File: src/rtl/p_to_s_cp.sv
// Parallel-to-serial symbol streamer with optional cyclic prefix.
// Emits one sample per o_clk rising tick; o_clk is clk divided by 2*DIV.
module p_to_s_cp #(
  parameter int WIDTH      = 10,
  parameter int N          = 64,
  parameter int CP_LEN     = 16,
  parameter int DIV        = 1,
  parameter int OFFSET_BIN = 1
) (
  input  logic               clk,
  input  logic               reset,
  input  logic               i_start,
  input  logic               i_stop,
  input  logic               i_cp_en,
  input  logic               i_valid,
  input  logic [N*WIDTH-1:0] i_x,
  output logic [WIDTH-1:0]   Y,
  output logic               o_clk,
  output logic               o_next_req,
  output logic               o_sym_start,
  output logic               o_underrun
);

  localparam int IW = (N > 1) ? $clog2(N) : 1;
  localparam int DW = (DIV > 1) ? $clog2(DIV) : 1;

  localparam logic [IW-1:0]    LAST     = IW'(N - 1);
  localparam logic [IW-1:0]    CP_START = IW'(N - CP_LEN);
  localparam logic [DW-1:0]    DIV_END  = DW'(DIV - 1);
  localparam logic [WIDTH-1:0] MSB      = WIDTH'(1) << (WIDTH - 1);
  localparam logic [WIDTH-1:0] FLIP     = (OFFSET_BIN != 0) ? MSB : '0;

  typedef enum logic [1:0] {
    S_IDLE,
    S_PRIME,
    S_CP,
    S_DATA
  } state_t;

  state_t            state_q, state_d;
  logic [IW-1:0]     idx_q, idx_d;
  logic [DW-1:0]     div_q;
  logic [WIDTH-1:0]  y_d;
  logic              nreq_d, ss_d;
  logic              cp_on_q, cp_on_d;
  logic              active_q;
  logic              load;
  logic              tick, rise, fall;

  // Samples are stored already in output encoding, so the zero level is 0.
  logic [WIDTH-1:0]  sbuf [N];

  assign tick = (div_q == DIV_END);
  assign rise = tick & ~o_clk;
  assign fall = tick & o_clk;

  always_ff @(posedge clk or negedge reset) begin
    if (!reset) begin
      div_q <= '0;
      o_clk <= 1'b0;
    end else begin
      div_q <= tick ? '0 : div_q + 1'b1;
      if (tick) o_clk <= ~o_clk;
    end
  end

  always_ff @(posedge clk or negedge reset) begin
    if (!reset)       active_q <= 1'b0;
    else if (i_stop)  active_q <= 1'b0;
    else if (i_start) active_q <= 1'b1;
  end

  always_comb begin
    state_d = state_q;
    idx_d   = idx_q;
    y_d     = Y;
    nreq_d  = o_next_req;
    ss_d    = o_sym_start;
    cp_on_d = cp_on_q;
    load    = 1'b0;
    if (fall) begin
      nreq_d = 1'b0;
      ss_d   = 1'b0;
    end
    if (rise) begin
      unique case (state_q)
        S_IDLE: begin
          y_d = '0;
          if (active_q) begin
            state_d = S_PRIME;
            nreq_d  = 1'b1;
          end
        end
        S_PRIME: load = 1'b1;
        S_CP: begin
          y_d  = sbuf[idx_q];
          ss_d = (idx_q == CP_START);
          if (idx_q == LAST) begin
            state_d = S_DATA;
            idx_d   = '0;
          end else begin
            idx_d = idx_q + 1'b1;
          end
        end
        S_DATA: begin
          y_d  = sbuf[idx_q];
          ss_d = (idx_q == '0) && !cp_on_q;
          if (idx_q != LAST) begin
            idx_d = idx_q + 1'b1;
          end else if (active_q) begin
            // Back-to-back: last sample leaves while the next symbol lands.
            load   = 1'b1;
            nreq_d = 1'b1;
          end else begin
            state_d = S_IDLE;
            idx_d   = '0;
          end
        end
        default: state_d = S_IDLE;
      endcase
      if (load) begin
        cp_on_d = i_cp_en && (CP_LEN != 0);
        if (cp_on_d) begin
          state_d = S_CP;
          idx_d   = CP_START;
        end else begin
          state_d = S_DATA;
          idx_d   = '0;
        end
      end
    end
  end

  always_ff @(posedge clk or negedge reset) begin
    if (!reset) begin
      state_q     <= S_IDLE;
      idx_q       <= '0;
      Y           <= '0;
      o_next_req  <= 1'b0;
      o_sym_start <= 1'b0;
      o_underrun  <= 1'b0;
      cp_on_q     <= 1'b0;
    end else begin
      state_q     <= state_d;
      idx_q       <= idx_d;
      Y           <= y_d;
      o_next_req  <= nreq_d;
      o_sym_start <= ss_d;
      o_underrun  <= load & ~i_valid;
      cp_on_q     <= cp_on_d;
    end
  end

  always_ff @(posedge clk or negedge reset) begin
    if (!reset) begin
      for (int k = 0; k < N; k++) sbuf[k] <= '0;
    end else if (load) begin
      for (int k = 0; k < N; k++)
        sbuf[k] <= i_valid ? (i_x[k*WIDTH +: WIDTH] ^ FLIP) : '0;
    end
  end

endmodule

File: config.mk
export PLATFORM = sky130hd
export DESIGN_NAME = p_to_s_cp
export DESIGN_NICKNAME = d
export VERILOG_FILES = /design/src/rtl/p_to_s_cp.sv
export SDC_FILE = /design/constraint.sdc
export NUM_CORES = 2
export LEC_CHECK = 0
export CAP_MARGIN = 20
export CELL_PAD_IN_SITES_DETAIL_PLACEMENT = 1
export CELL_PAD_IN_SITES_GLOBAL_PLACEMENT = 2
export CORE_MARGIN = 1.5
export CORE_UTILIZATION = 34
export DETAILED_ROUTE_END_ITERATION = 6
export PLACE_DENSITY = 0.84
export SYNTH_ARGS = -nofsm -noshare
export SYNTH_HDL_FRONTEND = slang
export SYNTH_SLANG_ARGS = --single-unit
File: constraint.sdc
create_clock -name clk -period 4.25 [get_ports clk]
set_input_delay 0.6375 -clock clk [delete_from_list [all_inputs] [get_ports clk]]
set_output_delay 0.6375 -clock clk [all_outputs]
set_load 0.01 [all_outputs]
==> metrics.md <==
| Metric | Value |
|---|---|
| Final Non-Filler Cells | `~5200` |
| Post-synthesis adder-cell area fraction | `0.00238` |
| Vertical die dimension | `~310 um` |
| Number of max-cap violations | `0` |
| Number of pins exceeding their max-slew limit in the final report | `0` |
| Arrival time of the worst setup path | `between 3 and 4 ns` |
| Leak | `between 20 and 25 nW` |
| Synthesized-area fraction occupied by ao, oa, aoi and oai cells | `0.0369` |
| Fin Setup TNS | `0 ns` |
| Setup crit start kind | `flop` |
| Net Sw Frac | `0.343` |
| # clock sinks | `approximately 660` |
| Largest family of logic cells by synthesized area | `simple AND/OR/NAND/NOR gates` |
| First-pass GRT wire length | `about 180000 um` |
| Reg clk slew, reported paths | `around 0.06 ns` |
| Io pins | `660` |
| Initial antenna violation count | `25` |
| Synthesized area per cell | `between 9 and 10 sq um` |
| Maximum buffer depth of the clock tree | `3` |
| Status | `complete, no violations` |
| Hold-fix buffers at CTS | `0` |
| Library cell with the highest instance count after synthesis | `sky130_fd_sc_hd__nand2_1` |
| Final setup violation count | `0` |
| Overflow left after global routing | `0` |
| Maximum fanout encountered on the critical timing path | `30` |
| Worst-case headroom to the max-slew limit | `0.325` |
| Max incr delay on CP | `slightly below 0.8 ns` |
| Pin count of the biggest net entering global routing | `114` |
| Cell types with the highest counts after synthesis | `sky130_fd_sc_hd__nand2_1 (1305), sky130_fd_sc_hd__dfrtp_1 (664), sky130_fd_sc_hd__nand3_1 (576)` |
| Clock tree from TritonCTS | `built` |
| Post-synthesis instance area | `~32000 sq um` |
| DRC Markers | `0` |
| Layout Skew | `roughly 0.023 ns` |
| Number of global-route vias before repair | `~29000` |
| Combinational cell fraction of total power | `0.313` |
| Cell area after layout | `between 40000 and 50000 sq um` |
| Ranking of synthesized cells by area | `sky130_fd_sc_hd__dfrtp_1 (53%), sky130_fd_sc_hd__nand2_1 (16%), sky130_fd_sc_hd__nand3_1 (9.1%)` |
| Final Hold Violating Endpoints | `0` |
| XOR/XNOR Fraction of Synth Area | `0` |
| Fraction of the yosys area taken by sequential cells | `0.527` |
| Top achievable clock speed | `303 MHz` |
| Crit Path Category | `reg2reg` |
| Post-synthesis async set-or-reset flop share | `1.00` |
| Placeable core region | `roughly 92000 sq um` |
| Sort of element at the end of the critical path | `flop` |
| Pint | `around 16 mW` |
| Post-synthesis share of cell area spent on and, or, nand and nor gates | `0.271` |
| Warning count from the yosys run | `0` |
| Dpl cells | `between 5000 and 6000` |
| Final routed wirelength across all metal layers | `125000 um` |
| Number of cell rows | `111` |
| Post-cts resize count | `0` |
| Peak ir drop on the vdd network | `approximately 0.00028 V` |
| Post-route antenna net violation count | `0` |
| Die span in x | `between 300 and 400 um` |
| Average wire per cell in the routed design | `around 24 um` |
| Overall track demand over capacity in global routing | `0.262` |
| Transition at the pin with the smallest max-transition slack | `between 1 and 1.5 ns` |
| Placer Congestion | `a little over 0.8` |
| Post-layout net count | `4522` |
| Buffer type at the clock tree root | `sky130_fd_sc_hd__clkbuf_16` |
| Syn nets | `around 4000` |
| Proportion of power drawn by flip-flops and latches | `0.411` |
| Total net switching power | `just over 8 mW` |
| Effective utilization at floorplan | `0.343` |
| Router iterations before antenna repair | `5` |
| RSZ-0062 raised after global routing | `false` |
| Port bufs | `around 660` |
| HP Class | `in2async` |
| CP max-delay cell | `sky130_fd_sc_hd__dfrtp_4` |
| Tmin final | `around 3.3 ns` |
| Setup fix buffers added after clock tree synthesis | `0` |
| Power Density | `576 nW/um^2` |
| Number of CTS-inserted buffers | `78` |
| Number of H-tree levels | `3` |
| Detailed Route Iter0 Violations | `between 2000 and 2500` |
| Proportion of synthesized area in mux cells | `0.122` |
| Standard cell area after detailed placement | `~39000 sq um` |
| Area of the die | `between 90000 and 100000 sq um` |
| Portion of the clock cycle consumed by the worst path in the final layout | `0.777` |
| Vias post-DR | `~27000` |
| Gate Count Post-Synth | `3343` |
| Area delta synth->final | `32.9%` |
| Post-synthesis sequential element count | `roughly 660` |
| Synth Flop Type | `sky130_fd_sc_hd__dfrtp_1` |
| Top cell type by total area after synthesis | `sky130_fd_sc_hd__dfrtp_1` |
| Area share of the largest cell type after synthesis | `0.527` |
| Post-DR vias/cell | `5.23` |
| Fraction of layout cells with a size suffix above 1 | `0.0906` |
| Insertion delay to the later sink of the worst-skew pair | `roughly 0.62 ns` |
| Number of library cell types mapped by synthesis | `54` |
| DP HPWL | `90600 um` |
| Chain of cells forming the critical path | `buf_4, mux4_2, a2111oi_0, a22oi_1, a32o_1` |
| Data required time of the critical path | `approximately 4.8 ns` |
| Number of synthesized flops with an enable pin | `0` |
| Clock network power share | `0.276` |
-- registers in the layout (all words and copies together), names as in the netlist --
signal,flops
sbuf,640
Y,10
idx_q,6
state_q,2
active_q,1
cp_on_q,1
o_clk,1
o_next_req,1
o_sym_start,1
o_underrun,1
-- cell families (layout without fill, tap and decap cells) --
| logic type | after synthesis | after routing |
|---|---|---|
| AOI/OAI and AO/OA | 153 | 153 |
| adders and majority gates | 6 | 6 |
| buffers and inverters | 291 | 867 |
| DFF | 664 | 664 |
| muxes | 234 | 234 |
| other | 0 | 14 |
| and+or+nand+nor | 1995 | 1995 |
-- metrics by stage --
stage | power [mW] | worst slack [ns] | utilization | hold WS [ns]
after CTS | 24.4 | 0.860 | 0.456 | 0.144
after floorplan | 14.2 | 2.09 | - | 0.342
after global placement | 17.4 | 0.867 | 0.429 | 0.444
after global routing | 25.5 | 0.815 | 0.456 | 0.165
after detailed placement | 17.6 | 0.888 | 0.429 | 0.452
final | 24.2 | 0.950 | 0.456 | 0.120
-- critical path, delay by kind of cell, from the launching register on --
family                 cells  cell delay, ns
muxes                      1            0.58
buffers and inverters      1            0.41
AOI/OAI and AO/OA          3            1.35
DFF                        1            0.77
-- routing by layer --
metal | up-vias | wire length (um) | global-route usage
li1 | 12400 | - | -
met1 | 13700 | 53200 | 0.343
met2 | 727 | 60900 | 0.437
met3 | 191 | 6400 | 0.0458
met4 | 22 | 3920 | 0.0914
met5 | - | 153 | 0
-- worst paths after layout --
kind                       depth (start not counted)                    end                  from  slack, ns
setup / recovery                                   5       Y[8]$_DFFE_PN0P_  idx_q[0]$_DFFE_PN0P_       0.95
hold / removal                                     1  sbuf[167]$_DFFE_PN0P_                 reset       0.12
min in group clk                                   2   sbuf[16]$_DFFE_PN0P_  sbuf[16]$_DFFE_PN0P_       0.46
hold reg to reg                                    2   sbuf[16]$_DFFE_PN0P_  sbuf[16]$_DFFE_PN0P_       0.46
setup reg to reg                                   5       Y[8]$_DFFE_PN0P_  idx_q[0]$_DFFE_PN0P_       0.95
max in group asynchronous                          2   sbuf[84]$_DFFE_PN0P_                 reset       3.02
-- layout by cell type (no fill, tap or decap), types with 3 or more instances in the layout --
cell type	instances
sky130_fd_sc_hd__o22a_1	8
sky130_fd_sc_hd__dfrtp_1	659
sky130_fd_sc_hd__clkdlybuf4s50_1	657
sky130_fd_sc_hd__buf_12	30
sky130_fd_sc_hd__a221oi_1	10
sky130_fd_sc_hd__bufinv_16	5
sky130_fd_sc_hd__or2_2	4
sky130_fd_sc_hd__mux2i_1	83
sky130_fd_sc_hd__buf_4	42
sky130_fd_sc_hd__a2111oi_0	3
sky130_fd_sc_hd__o21ai_0	17
sky130_fd_sc_hd__ha_1	6
sky130_fd_sc_hd__dfrtp_4	3
sky130_fd_sc_hd__nand2_1	1305
sky130_fd_sc_hd__a32oi_1	9
sky130_fd_sc_hd__a221o_1	9
sky130_fd_sc_hd__clkinv_2	11
sky130_fd_sc_hd__nand3b_1	65
sky130_fd_sc_hd__and2_1	4
sky130_fd_sc_hd__a21o_1	10
sky130_fd_sc_hd__mux2_2	35
sky130_fd_sc_hd__o22ai_1	11
sky130_fd_sc_hd__clkbuf_16	79
sky130_fd_sc_hd__mux4_2	114
sky130_fd_sc_hd__a211o_1	8
sky130_fd_sc_hd__a21oi_1	17
sky130_fd_sc_hd__o2111ai_1	6
sky130_fd_sc_hd__inv_1	7
sky130_fd_sc_hd__clkbuf_1	14
sky130_fd_sc_hd__nor2b_1	4
sky130_fd_sc_hd__a22oi_1	4
sky130_fd_sc_hd__nand3_1	576
sky130_fd_sc_hd__o221ai_1	16
sky130_fd_sc_hd__o21ai_1	3
sky130_fd_sc_hd__o211ai_1	10
sky130_fd_sc_hd__nor2_1	19
sky130_fd_sc_hd__clkbuf_8	14
sky130_fd_sc_hd__diode_2	14
-- area by class of cell --
type | count | area, sq um
sequential | 664 | 16600
multi-input combinational | 2388 | 13600
fill | 10300 | 49900
timing repair buffer | 731 | 7520
tap | 1243 | 1560
inverter | 7 | 26.3
clock inverter | 22 | 272
antenna | 14 | 35.0
clock buffer | 107 | 2220
-- power by group through the flow --
| stage | Combinational [mW] | Clock, mW | Sequential, mW |
|---|---|---|---|
| finish | 7.56 | 6.66 | 9.93 |
| global route | 8.28 | 7.01 | 10.2 |
| CTS | 7.68 | 6.81 | 9.92 |
| detailed placement | 7.63 | 0 | 10.0 |
| global placement | 7.45 | 0 | 9.92 |
| floorplan | 4.81 | 0 | 9.35 |
Note: power is estimated with default switching activity, not from simulation.
